[src/rtl/pipe_ctrl_pkg.sv]
// rtl/pipe_ctrl_pkg.sv - shared pipeline-control types and default sizes
package pipe_ctrl_pkg;

    typedef enum logic {
        ST_RUN      = 1'b0,
        ST_MEM_WAIT = 1'b1
    } state_t;

    localparam int CNT_W_DEF       = 16;
    localparam int MEM_TIMEOUT_DEF = 64;
    localparam int REG_IDX_W       = 5;

endpackage

[src/rtl/sat_counter.sv]
// rtl/sat_counter.sv - saturating event counter, holds at all-ones
module sat_counter #(
    parameter int W = 16
) (
    input  logic         clk,
    input  logic         reset,
    input  logic         inc,
    output logic [W-1:0] count
);

    logic [W-1:0] r_count;

    always_ff @(posedge clk) begin
        if (reset) begin
            r_count <= '0;
        end else if (inc && (r_count != {W{1'b1}})) begin
            r_count <= r_count + 1'b1;
        end
    end

    assign count = r_count;

endmodule

[src/rtl/hazard_unit.sv]
// rtl/hazard_unit.sv - load-use stall, branch flush and memory-freeze control
module hazard_unit
    import pipe_ctrl_pkg::*;
#(
    parameter int CNT_W       = CNT_W_DEF,
    parameter int MEM_TIMEOUT = MEM_TIMEOUT_DEF
) (
    input  logic                 clk,
    input  logic                 reset,
    input  logic [REG_IDX_W-1:0] if_id_rs1,
    input  logic [REG_IDX_W-1:0] if_id_rs2,
    input  logic                 id_ex_MemRead,
    input  logic [REG_IDX_W-1:0] id_ex_rd,
    input  logic                 ex_branch_taken,
    input  logic                 ex_mem_MemRead,
    input  logic                 ex_mem_MemWrite,
    input  logic                 dmem_ready,
    output logic                 pc_write,
    output logic                 if_id_write,
    output logic                 id_ex_write,
    output logic                 ex_mem_write,
    output logic                 if_id_flush,
    output logic                 id_ex_bubble,
    output logic                 mem_wb_bubble,
    output logic [CNT_W-1:0]     stall_cnt,
    output logic [CNT_W-1:0]     flush_cnt,
    output logic [CNT_W-1:0]     freeze_cnt,
    output logic                 mem_err
);

    localparam int WAIT_W = $clog2(MEM_TIMEOUT + 1);
    localparam logic [WAIT_W-1:0] WAIT_SAT  = WAIT_W'(MEM_TIMEOUT);
    localparam logic [WAIT_W-1:0] WAIT_LAST = WAIT_W'(MEM_TIMEOUT - 1);

    state_t            r_state;
    state_t            w_state_nxt;
    logic [WAIT_W-1:0] r_wait_cnt;
    logic [WAIT_W-1:0] w_wait_nxt;
    logic              r_mem_err;
    logic              w_mem_err_nxt;

    logic w_freeze;
    logic w_load_use;
    logic w_do_freeze;
    logic w_do_flush;
    logic w_do_stall;

    assign w_freeze   = (ex_mem_MemRead | ex_mem_MemWrite) & ~dmem_ready;
    assign w_load_use = id_ex_MemRead && (id_ex_rd != '0) &&
                        ((id_ex_rd == if_id_rs1) || (id_ex_rd == if_id_rs2));

    // Exactly one winner per cycle; reset suppresses all of them.
    assign w_do_freeze = ~reset & w_freeze;
    assign w_do_flush  = ~reset & ~w_freeze & ex_branch_taken;
    assign w_do_stall  = ~reset & ~w_freeze & ~ex_branch_taken & w_load_use;

    always_ff @(posedge clk) begin
        if (reset) begin
            r_state    <= ST_RUN;
            r_wait_cnt <= '0;
            r_mem_err  <= 1'b0;
        end else begin
            r_state    <= w_state_nxt;
            r_wait_cnt <= w_wait_nxt;
            r_mem_err  <= w_mem_err_nxt;
        end
    end

    always_comb begin
        w_state_nxt   = ST_RUN;
        w_wait_nxt    = '0;
        w_mem_err_nxt = r_mem_err;
        pc_write      = 1'b1;
        if_id_write   = 1'b1;
        id_ex_write   = 1'b1;
        ex_mem_write  = 1'b1;
        if_id_flush   = 1'b0;
        id_ex_bubble  = 1'b0;
        mem_wb_bubble = 1'b0;

        if (w_freeze) begin
            w_state_nxt = ST_MEM_WAIT;
            if (r_state == ST_RUN) begin
                w_wait_nxt = WAIT_W'(1);
            end else begin
                w_wait_nxt = (r_wait_cnt == WAIT_SAT) ? WAIT_SAT : r_wait_cnt + 1'b1;
                if (r_wait_cnt == WAIT_LAST) begin
                    w_mem_err_nxt = 1'b1;
                end
            end
        end

        if (w_do_freeze) begin
            pc_write      = 1'b0;
            if_id_write   = 1'b0;
            id_ex_write   = 1'b0;
            ex_mem_write  = 1'b0;
            mem_wb_bubble = 1'b1;
        end else if (w_do_flush) begin
            if_id_flush  = 1'b1;
            id_ex_bubble = 1'b1;
        end else if (w_do_stall) begin
            pc_write     = 1'b0;
            if_id_write  = 1'b0;
            id_ex_bubble = 1'b1;
        end
    end

    assign mem_err = r_mem_err;

    sat_counter #(.W(CNT_W)) u_stall_cnt (
        .clk   (clk),
        .reset (reset),
        .inc   (w_do_stall),
        .count (stall_cnt)
    );

    sat_counter #(.W(CNT_W)) u_flush_cnt (
        .clk   (clk),
        .reset (reset),
        .inc   (w_do_flush),
        .count (flush_cnt)
    );

    sat_counter #(.W(CNT_W)) u_freeze_cnt (
        .clk   (clk),
        .reset (reset),
        .inc   (w_do_freeze),
        .count (freeze_cnt)
    );

endmodule

[config.mk]
export PLATFORM = sky130hd
export DESIGN_NAME = hazard_unit
export DESIGN_NICKNAME = d
export VERILOG_FILES = /design/src/rtl/pipe_ctrl_pkg.sv /design/src/rtl/sat_counter.sv /design/src/rtl/hazard_unit.sv
export SDC_FILE = /design/constraint.sdc
export NUM_CORES = 1
export LEC_CHECK = 0
export BUFFER_PORTS_ARGS = -buffer_cell sky130_fd_sc_hd__clkbuf_2
export CAP_MARGIN = 10
export CORE_MARGIN = 1.5
export CORE_UTILIZATION = 40
export CTS_CLUSTER_SIZE = 28
export DETAILED_ROUTE_END_ITERATION = 8
export PLACE_DENSITY = 0.67
export SYNTH_ARGS = -nofsm -noshare
export SYNTH_HDL_FRONTEND = slang
export SYNTH_SLANG_ARGS = --single-unit
[constraint.sdc]
create_clock -name clk -period 1.6 [get_ports clk]
set_input_delay 0.16 -clock clk [delete_from_list [all_inputs] [get_ports clk]]
set_output_delay 0.16 -clock clk [all_outputs]
set_load 0.02 [all_outputs]
## Yosys cells after proc, flatten, opt, wreduce, memory -nomap -nowiden

Index checks and enable logic that the tools add are counted.

| word-level totals | value |
|---|---|
| register bits | 57 |
| input bits | 22 |
| output and inout port bits | 56 |

| operators by class | value |
|---|---|
| add/subtract/negate cells | 4 |
| equal/unequal tests | 7 |
| mux-type cells | 13 |
| bitwise logic cells | 12 |
| reductions and logical operators | 11 |

Operator list:

| operator | count |
|---|---|
| $add A16 B1 Y16 const B | 3 |
| $ne A16 B16 Y1 const B | 3 |
| $mux W1 | 12 |
| $eq A5 B5 Y1 | 2 |
| $add A7 B1 Y7 const B | 1 |
| $eq A7 B6 Y1 const B | 1 |
| $eq A7 B7 Y1 const B | 1 |
| $mux W7 | 1 |
| $and A1 B1 Y1 | 6 |
| $logic_and A1 B1 Y1 | 5 |
| $not A1 Y1 | 5 |
| $reduce_bool A5 Y1 | 1 |
| $reduce_or A4 Y1 | 1 |
| $reduce_and A3 Y1 | 1 |
| $reduce_or A3 Y1 | 1 |
| $reduce_or A2 Y1 | 1 |
| $logic_or A1 B1 Y1 | 1 |
| $or A1 B1 Y1 | 1 |

## Depth between registers and ports, before layout

Gate-level depths: netlist of run 1.

| depth | value |
|---|---|
| depth in word-level cells | 9 |
| gate-level depth with buffers | 8 |

## Cells and area by module

Synthesis of run 1 repeated with hierarchy kept, for this count alone.

| second synthesis, totals | value |
|---|---|
| cells, all modules | 367 |
| area total of the unflattened synthesis | 3119.2 sq um |

By module, submodules not included:

| module | times used | cells an instance | area each (sq um) | seq. area each (sq um) |
|---|---|---|---|---|
| sat_counter | 3 | 99 | 848.3 | 320.3 |
| hazard_unit | 1 | 70 | 574.3 | 180.2 |

## Worst setup path before layout of run 1

OpenSTA, ideal clock, no wires.

| timing | value |
|---|---|
| kind | input-to-output |
| start point | input id_ex_rd[1] |
| end point | output pc_write |
| data arrival time | 1.696 ns |
| required time | 1.440 ns |
| path slack | -0.256 ns |
| stages | 6 |
| path buffers | 2 |
| cell sequence | or4_1 o21ai_2 buf_4 nor2_1 nor2_1 buf_4 |

| on the way | value |
|---|---|
| word-level cells in the longest chain between the ends | 7 |
| elaborated cells between the ends (all ways) | 10 |
| those cells by class | eq/ne (2); mux (3); bitwise (1); reduce/logical (4) |

Ends and longest elaborated chain:

| item | RTL line | RTL |
|---|---|---|
| start: declaration | hazard_unit.sv:13 | `input logic [REG_IDX_W-1:0] id_ex_rd,` |
| $eq A5 B5 Y1 / $reduce_bool A5 Y1 (equally long branches) | hazard_unit.sv:50, hazard_unit.sv:49 |  |
| $logic_or A1 B1 Y1 / $logic_and A1 B1 Y1 (equally long branches) | hazard_unit.sv:50, hazard_unit.sv:49 |  |
| $logic_and A1 B1 Y1 (*) | hazard_unit.sv:49 | `assign w_load_use = id_ex_MemRead && (id_ex_rd != '0) &&` |
| $and A1 B1 Y1 (*) | hazard_unit.sv:55 | `assign w_do_stall = ~reset & ~w_freeze & ~ex_branch_taken & w_load_use;` |
| $mux W1 (*) (3 in a row) | n/a |  |
| end: declaration | hazard_unit.sv:18 | `output logic pc_write,` |

Every way passes the cells marked *; elsewhere a longest branch is shown, timed or not.

## Worst setup path after layout of run 1

| timing | value |
|---|---|
| start point | register u_stall_cnt.r_count[8] (netlist: u_stall_cnt.count[8]) |
| end point | register u_stall_cnt.r_count[14] (netlist: u_stall_cnt.count[14]) |

| on the way | value |
|---|---|
| word-level cells in the longest chain between the ends | 2 |
| elaborated cells between the ends (all ways) | 3 |
| those cells by class | add/sub (1); eq/ne (1); reduce/logical (1) |

Ends and longest elaborated chain:

| item | RTL line | RTL |
|---|---|---|
| start: declaration | sat_counter.sv:11 | `logic [W-1:0] r_count;` |
| start signal: assignment | sat_counter.sv:17 | `r_count <= r_count + 1'b1;` |
| branches (longest 2 deep; another with $add A16 B1 Y16) | n/a |  |

Several ways; the timed one is not identified.
A chain may end at the register's enable or synchronous reset.

==> metrics.txt, run 1 <==
Vias/cell=5.00; antenna viol nets, final=0; FF-to-FF Start=u_stall_cnt.count[8]$_SDFFE_PP0P_; CP Max Fanout=5; CP bufs+invs=1; Seq. cell area=1180 um^2; Async S/R FF share, synth=0; routed wire length=7100 um; Synth top area share=0.403; MaxCap Viol Count=0; hold-critical path depth=3; antenna violations before repair=0; slew margin rel.=0.759; Avg Synthesized Cell Area=8.71 um^2; drt drc=0; post-layout minimum cycle time=1630 ps; Starting DRT DRC Count=around 100; max-slew violations=0; I/O pins=78; die area=7590 um^2; Worst path max stage delay=~370 ps; final setup violation count=3; FF-to-FF End=u_stall_cnt.count[14]$_SDFFE_PP0P_; P_leak=1.74 nW; status=finished with violations; Synth area leader=dfxtp_1; clk root buf=clkbuf_8; # hold bufs at CTS=0; hold_sp=reset; clk_lat worst skew=330 ps; TritonCTS clock tree=yes; total design power=between 3 and 4 mW; multi-input logic area=between 1500 and 2000 um^2; CTS buffer count=9; Hold Vio Cnt, Final=0; crit end category=flip-flop; clk_skew=8.65 ps; Total GRT Usage=0.182; Hold Path Class=in -> reg; VDD IR-drop max=481 uV; cell with the largest stage delay on the worst path=dfxtp_4; PwrDens=771 nW/um^2; Seq cells post-synth=57; critical path class=reg -> reg; vias in the first global route=2507; R2R Setup Slk=-30 ps; Starting Density=0.414; Die Width=87.1 um; area grow syn2layout=48.0%; largest net degree at the start of global routing=29; Post-Syn Instances=325; share of cells above drive strength 1=0.465; worst-case clock buffer depth=2; fmax=between 0.6 and 0.7 GHz; Slew @ Worst Pin=about 360 ps; syn nets=352; synth top area cells=dfxtp_1, xor2_1, nor2_1; failing checks=negative setup slack; total global routing overflow=0; global-route wire length before repair=10900 um; number of H-tree levels=3; most common library cells after synthesis=dfxtp_1, nor2_1, xor2_1, nand2_1, nand3_1; hold worst-path end=u_freeze_cnt.count[10]$_SDFFE_PP0P_; IO buf count=77; FILL cells=621; Placed Cells incl. Taps=535; critical path required time=1820 ps; Main synth FF type=dfxtp_1; clk slew on worst S/H paths=60 ps; Die H=87.1 um; Post-Place Cell Area=3720 um^2; number of synthesized flops with an enable pin=0; non-filler cells, final=558; TritonRoute pass-1 iters=4; HPWL Detailed=5020 um; Netlist cell types=45; Critical Path, Cell by Cell=and4_4 > nand4_1 > buf_4 > nor2_2 > nand2_1 > mux2_2; row count=30; RSZ-0062 raised after global routing=yes; arrival time worst endpoint=1850 ps; Core Region=about 6800 um^2; antenna diode count=0; post-synthesis sequential area ratio=0.403; worst reg2reg path depth=6; clk sinks=57; CP top delay family=simple AND/OR/NAND/NOR gates; via count=between 2000 and 3000; DR WL/cell=12.7 um; Design Area, Final=4190 um^2; Startpoint Class=flip-flop; Tcrit/Tclk final=1.02; Layout Nets=485; Mapped Area=2830 um^2; Synthesis Warnings=0; worst setup margin=-31.3 ps; GP Congestion=0.886
-- state kept, by name (all words and copies together), names as in the netlist --
signal,flops
mem_err,1
r_state,1
r_wait_cnt,7
u_flush_cnt.count,16
u_freeze_cnt.count,16
u_stall_cnt.count,16
-- timing repair --
action | 4_1_cts | 5_1_grt
pin swaps | 2 | 15
gates resized for setup | 1 | 43
endpoints found under the setup margin | 5 | 42
gates cloned | 0 | 1
buffers inserted | 1 | 6
-- worst max-delay path by stage --
stage	to	startpoint	cells after the start
after floorplan	pc_write	id_ex_rd[4]	6
after global placement	u_stall_cnt.count[10]$_SDFFE_PP0P_	id_ex_rd[2]	8
after detailed placement	u_stall_cnt.count[10]$_SDFFE_PP0P_	id_ex_rd[2]	8
after CTS	u_stall_cnt.count[8]$_SDFFE_PP0P_	u_stall_cnt.count[2]$_SDFFE_PP0P_	6
after global routing	u_stall_cnt.count[14]$_SDFFE_PP0P_	u_stall_cnt.count[8]$_SDFFE_PP0P_	6
final	u_stall_cnt.count[14]$_SDFFE_PP0P_	u_stall_cnt.count[8]$_SDFFE_PP0P_	6
-- metal layers --
layer	wire (um)	up-vias	global-route usage
met4	96	0	0.0606
met2	3420	79	0.296
met5	0	-	0
li1	-	1395	-
met1	3180	1304	0.232
met3	406	10	0.0521
-- metrics by stage --
step                      utilization  worst slack (ps)  TNS [ps]  hold slack [ps]
after floorplan                     -             -4.56     -4.56              429
after global placement          0.545              -124     -1040              449
after detailed placement        0.545              -161     -1470              455
after CTS                       0.580              4.97         0              314
after global routing            0.614              -113      -691              337
final                           0.614             -31.3     -65.2              328
-- cell families (layout without fill, tap and decap cells) --
| group | Yosys count | in the layout | synth area share |
|---|---|---|---|
| adder cells (fa/ha/maj) | 5 | 5 | 0.0221 |
| buffers and inverters | 20 | 156 | 0.0345 |
| XOR/XNOR | 52 | 52 | 0.161 |
| AO/OA/AOI/OAI | 25 | 25 | 0.0614 |
| multiplexers | 3 | 3 | 0.0110 |
| AND/OR/NAND/NOR | 163 | 164 | 0.307 |
| flip-flops | 57 | 57 | 0.403 |
-- report_power, final --
part | total [mW] | internal [mW] | switching [mW]
logic | 0.246 | 0.107 | 0.140
registers | 1.43 | 1.42 | 0.00822
clock network | 1.56 | 0.997 | 0.559
total | 3.23 | 2.53 | 0.707
-- tightest hold or removal path: cells and delay by family --
kind,cells,cell delay [ps]
and+or+nand+nor,1,110
buffers and inverters,2,330
-- layout by cell type (no fill, tap or decap), types with 3 or more instances in the layout --
cell type and instances:
buf_6 3, and4_4 4, dfxtp_4 4, clkbuf_8 12, and3_1 8, nor3_2 6, nor4_1 4, a21oi_1 6
buf_4 55, xnor2_1 18, dfxtp_1 32, nor2_1 53, nor2_2 4, nor4_4 4, inv_1 8, nand4_1 16
xor2_1 33, dfxtp_2 21, nand3_1 17, clkbuf_2 75, nand2_1 21, nor3_1 3, and3_4 4, o21ai_0 4
-- layout make-up --
cell class,count,area share
clock buffers,13,0.0403
clock inverters,2,0.0143
inverters,8,0.00716
multi-input cells,249,0.431
flip-flops and latches,57,0.282
well taps,96,0.0287
repair buffers,133,0.196
Note: power is estimated with default switching activity, not from simulation.
==> inputs of run 2 (changes only) <==
PLACE_DENSITY = default   (was 0.67)
clock period = 2 ns   (was 1.6 ns; I/O delays follow)
==> run 2 against run 1 <==
Net effect:
- the run now ends clean
- die area stayed put
- combinational power fell by 38%
- hold slack lost 35 ps
- flip-flop and latch count unchanged
- critical path depth unchanged
- count of clock-buffer cells in the layout fell by 3
- first-iteration DRC count is 24% higher
- fmax decreased by 8.5%
- final cell count decreased by 7.7%
- largest cell class unchanged
==> metrics.txt, run 2 (synthesized netlist as in run 1, its figures left out) <==
status=completed; antenna viol nets, final=0; Layout Nets=approximately 440; FILL cells=~700; commonest non-fill, non-tap cell in the layout=clkbuf_2; CTS buffer count=9; PwrDens=656 nW/um^2; crit end category=flip-flop; row count=30; Starting Density=0.414; critical path required time=about 2200 ps; antenna violations before repair=0; Starting DRT DRC Count=approximately 130; most frequent cells in the layout=clkbuf_2, nor2_1, dfxtp_1, xor2_1, nand2_1; CP Max Fanout=5; P_leak=1.46 nW; # hold bufs at CTS=0; hold_sp=reset; Slew @ Worst Pin=528 ps; largest net degree at the start of global routing=52; Hold Vio Cnt, Final=0; die area=between 7000 and 8000 um^2; clk_skew=6.73 ps; Hold WS=293 ps; worst-case clock buffer depth=2; FF-to-FF Start=u_stall_cnt.count[4]$_SDFFE_PP0P_; setup_tns=0 ps; FF-to-FF End=u_stall_cnt.count[11]$_SDFFE_PP0P_; vias in the first global route=2229; antenna diode count=0; HPWL Detailed=approximately 4600 um; critical path class=reg -> reg; routed wire length=about 6200 um; hold worst-path end=u_freeze_cnt.count[8]$_SDFFE_PP0P_; TritonRoute pass-1 iters=4; DR WL/cell=12.1 um; Startpoint Class=flip-flop; share of cells above drive strength 1=0.284; Die Width=between 80 and 90 um; arrival time worst endpoint=1980 ps; Total GRT Usage=0.174; RSZ-0062 raised after global routing=no; IO buf count=77; total global routing overflow=0; clk sinks=57; Seq. cell area=1140 um^2; TritonCTS clock tree=yes; cts repair resizes=0; Core Region=6830 um^2; GP Congestion=between 0.7 and 0.8; area grow syn2layout=25.5%; setup repair bufs after CTS=0; MaxCap Viol Count=0; max-slew violations=0; slew margin rel.=0.648; Vias/cell=approximately 4.9; Tcrit/Tclk final=0.891; final setup violation count=0; number of H-tree levels=3; multi-input logic area=1590 um^2; post-layout minimum cycle time=between 1500 and 2000 ps; worst reg2reg path depth=6; clk root buf=clkbuf_8; clk slew on worst S/H paths=70 ps; R2R Setup Slk=220 ps; fmax=0.561 GHz; via count=2510; VDD IR-drop max=300 uV; clk_lat worst skew=330 ps; Hold Path Class=in -> reg; Die H=87.1 um; I/O pins=78; hold-critical path depth=4; drt drc=0; global-route wire length before repair=just over 10000 um
run 2: layout make-up:
cell class              instances  share of cell area
clock buffers                  10              0.0359
clock inverters                 6              0.0165
inverters                       8             0.00845
multi-input cells             248               0.448
flip-flops and latches         57               0.321
well taps                      96              0.0338
repair buffers                 90               0.136
run 2: worst max path at each step:
| stage | slack [ps] | start | cells after the start | to |
|---|---|---|---|---|
| floorplan | 60 | id_ex_rd[1] | 6 | pc_write |
| global placement | 180 | u_stall_cnt.count[4]$_SDFFE_PP0P_ | 6 | u_stall_cnt.count[11]$_SDFFE_PP0P_ |
| detailed placement | 120 | id_ex_rd[0] | 8 | u_stall_cnt.count[10]$_SDFFE_PP0P_ |
| CTS | 190 | id_ex_rd[1] | 6 | pc_write |
| global route | 60 | u_freeze_cnt.count[1]$_SDFFE_PP0P_ | 8 | u_freeze_cnt.count[6]$_SDFFE_PP0P_ |
| finish | 220 | u_stall_cnt.count[4]$_SDFFE_PP0P_ | 6 | u_stall_cnt.count[11]$_SDFFE_PP0P_ |
run 2: worst max-delay path, cell delays in order (launching register included):
cell and delay [ps]:
dfxtp_1 410, nand4_1 170, nor4_1 420, o21ai_0 220
nor3_1 230, xnor2_1 150, nor2_1 50
run 2: through the flow:
step / instances / utilization / area [um^2] / worst slack [ps] / power (mW)
global route: 515 / 0.520 / 3550 / 55.6 / 2.43
detailed placement: 499 / 0.493 / 3370 / 123 / 1.33
CTS: 515 / 0.520 / 3550 / 188 / 2.36
floorplan: 325 / - / 2830 / 63.7 / 1.27
finish: 515 / 0.520 / 3550 / 217 / 2.33
global placement: 499 / 0.493 / 3370 / 183 / 1.33
run 2: metal layers:
| metal | GRT usage | vias to the layer above | share of wire |
|---|---|---|---|
| li1 | - | 1312 | - |
| met1 | 0.241 | 1120 | 0.49 |
| met2 | 0.261 | 71 | 0.44 |
| met3 | 0.0313 | 7 | 0.050 |
| met4 | 0.0823 | 0 | 0.013 |
| met5 | 0 | - | 0 |
run 2: report_power, final:
group          total, mW  internal [mW]  switching, mW  leakage (nW)
sequential          1.15           1.14        0.00713         0.460
clock               1.03          0.568          0.459        0.0998
combinational      0.152         0.0582         0.0941         0.897
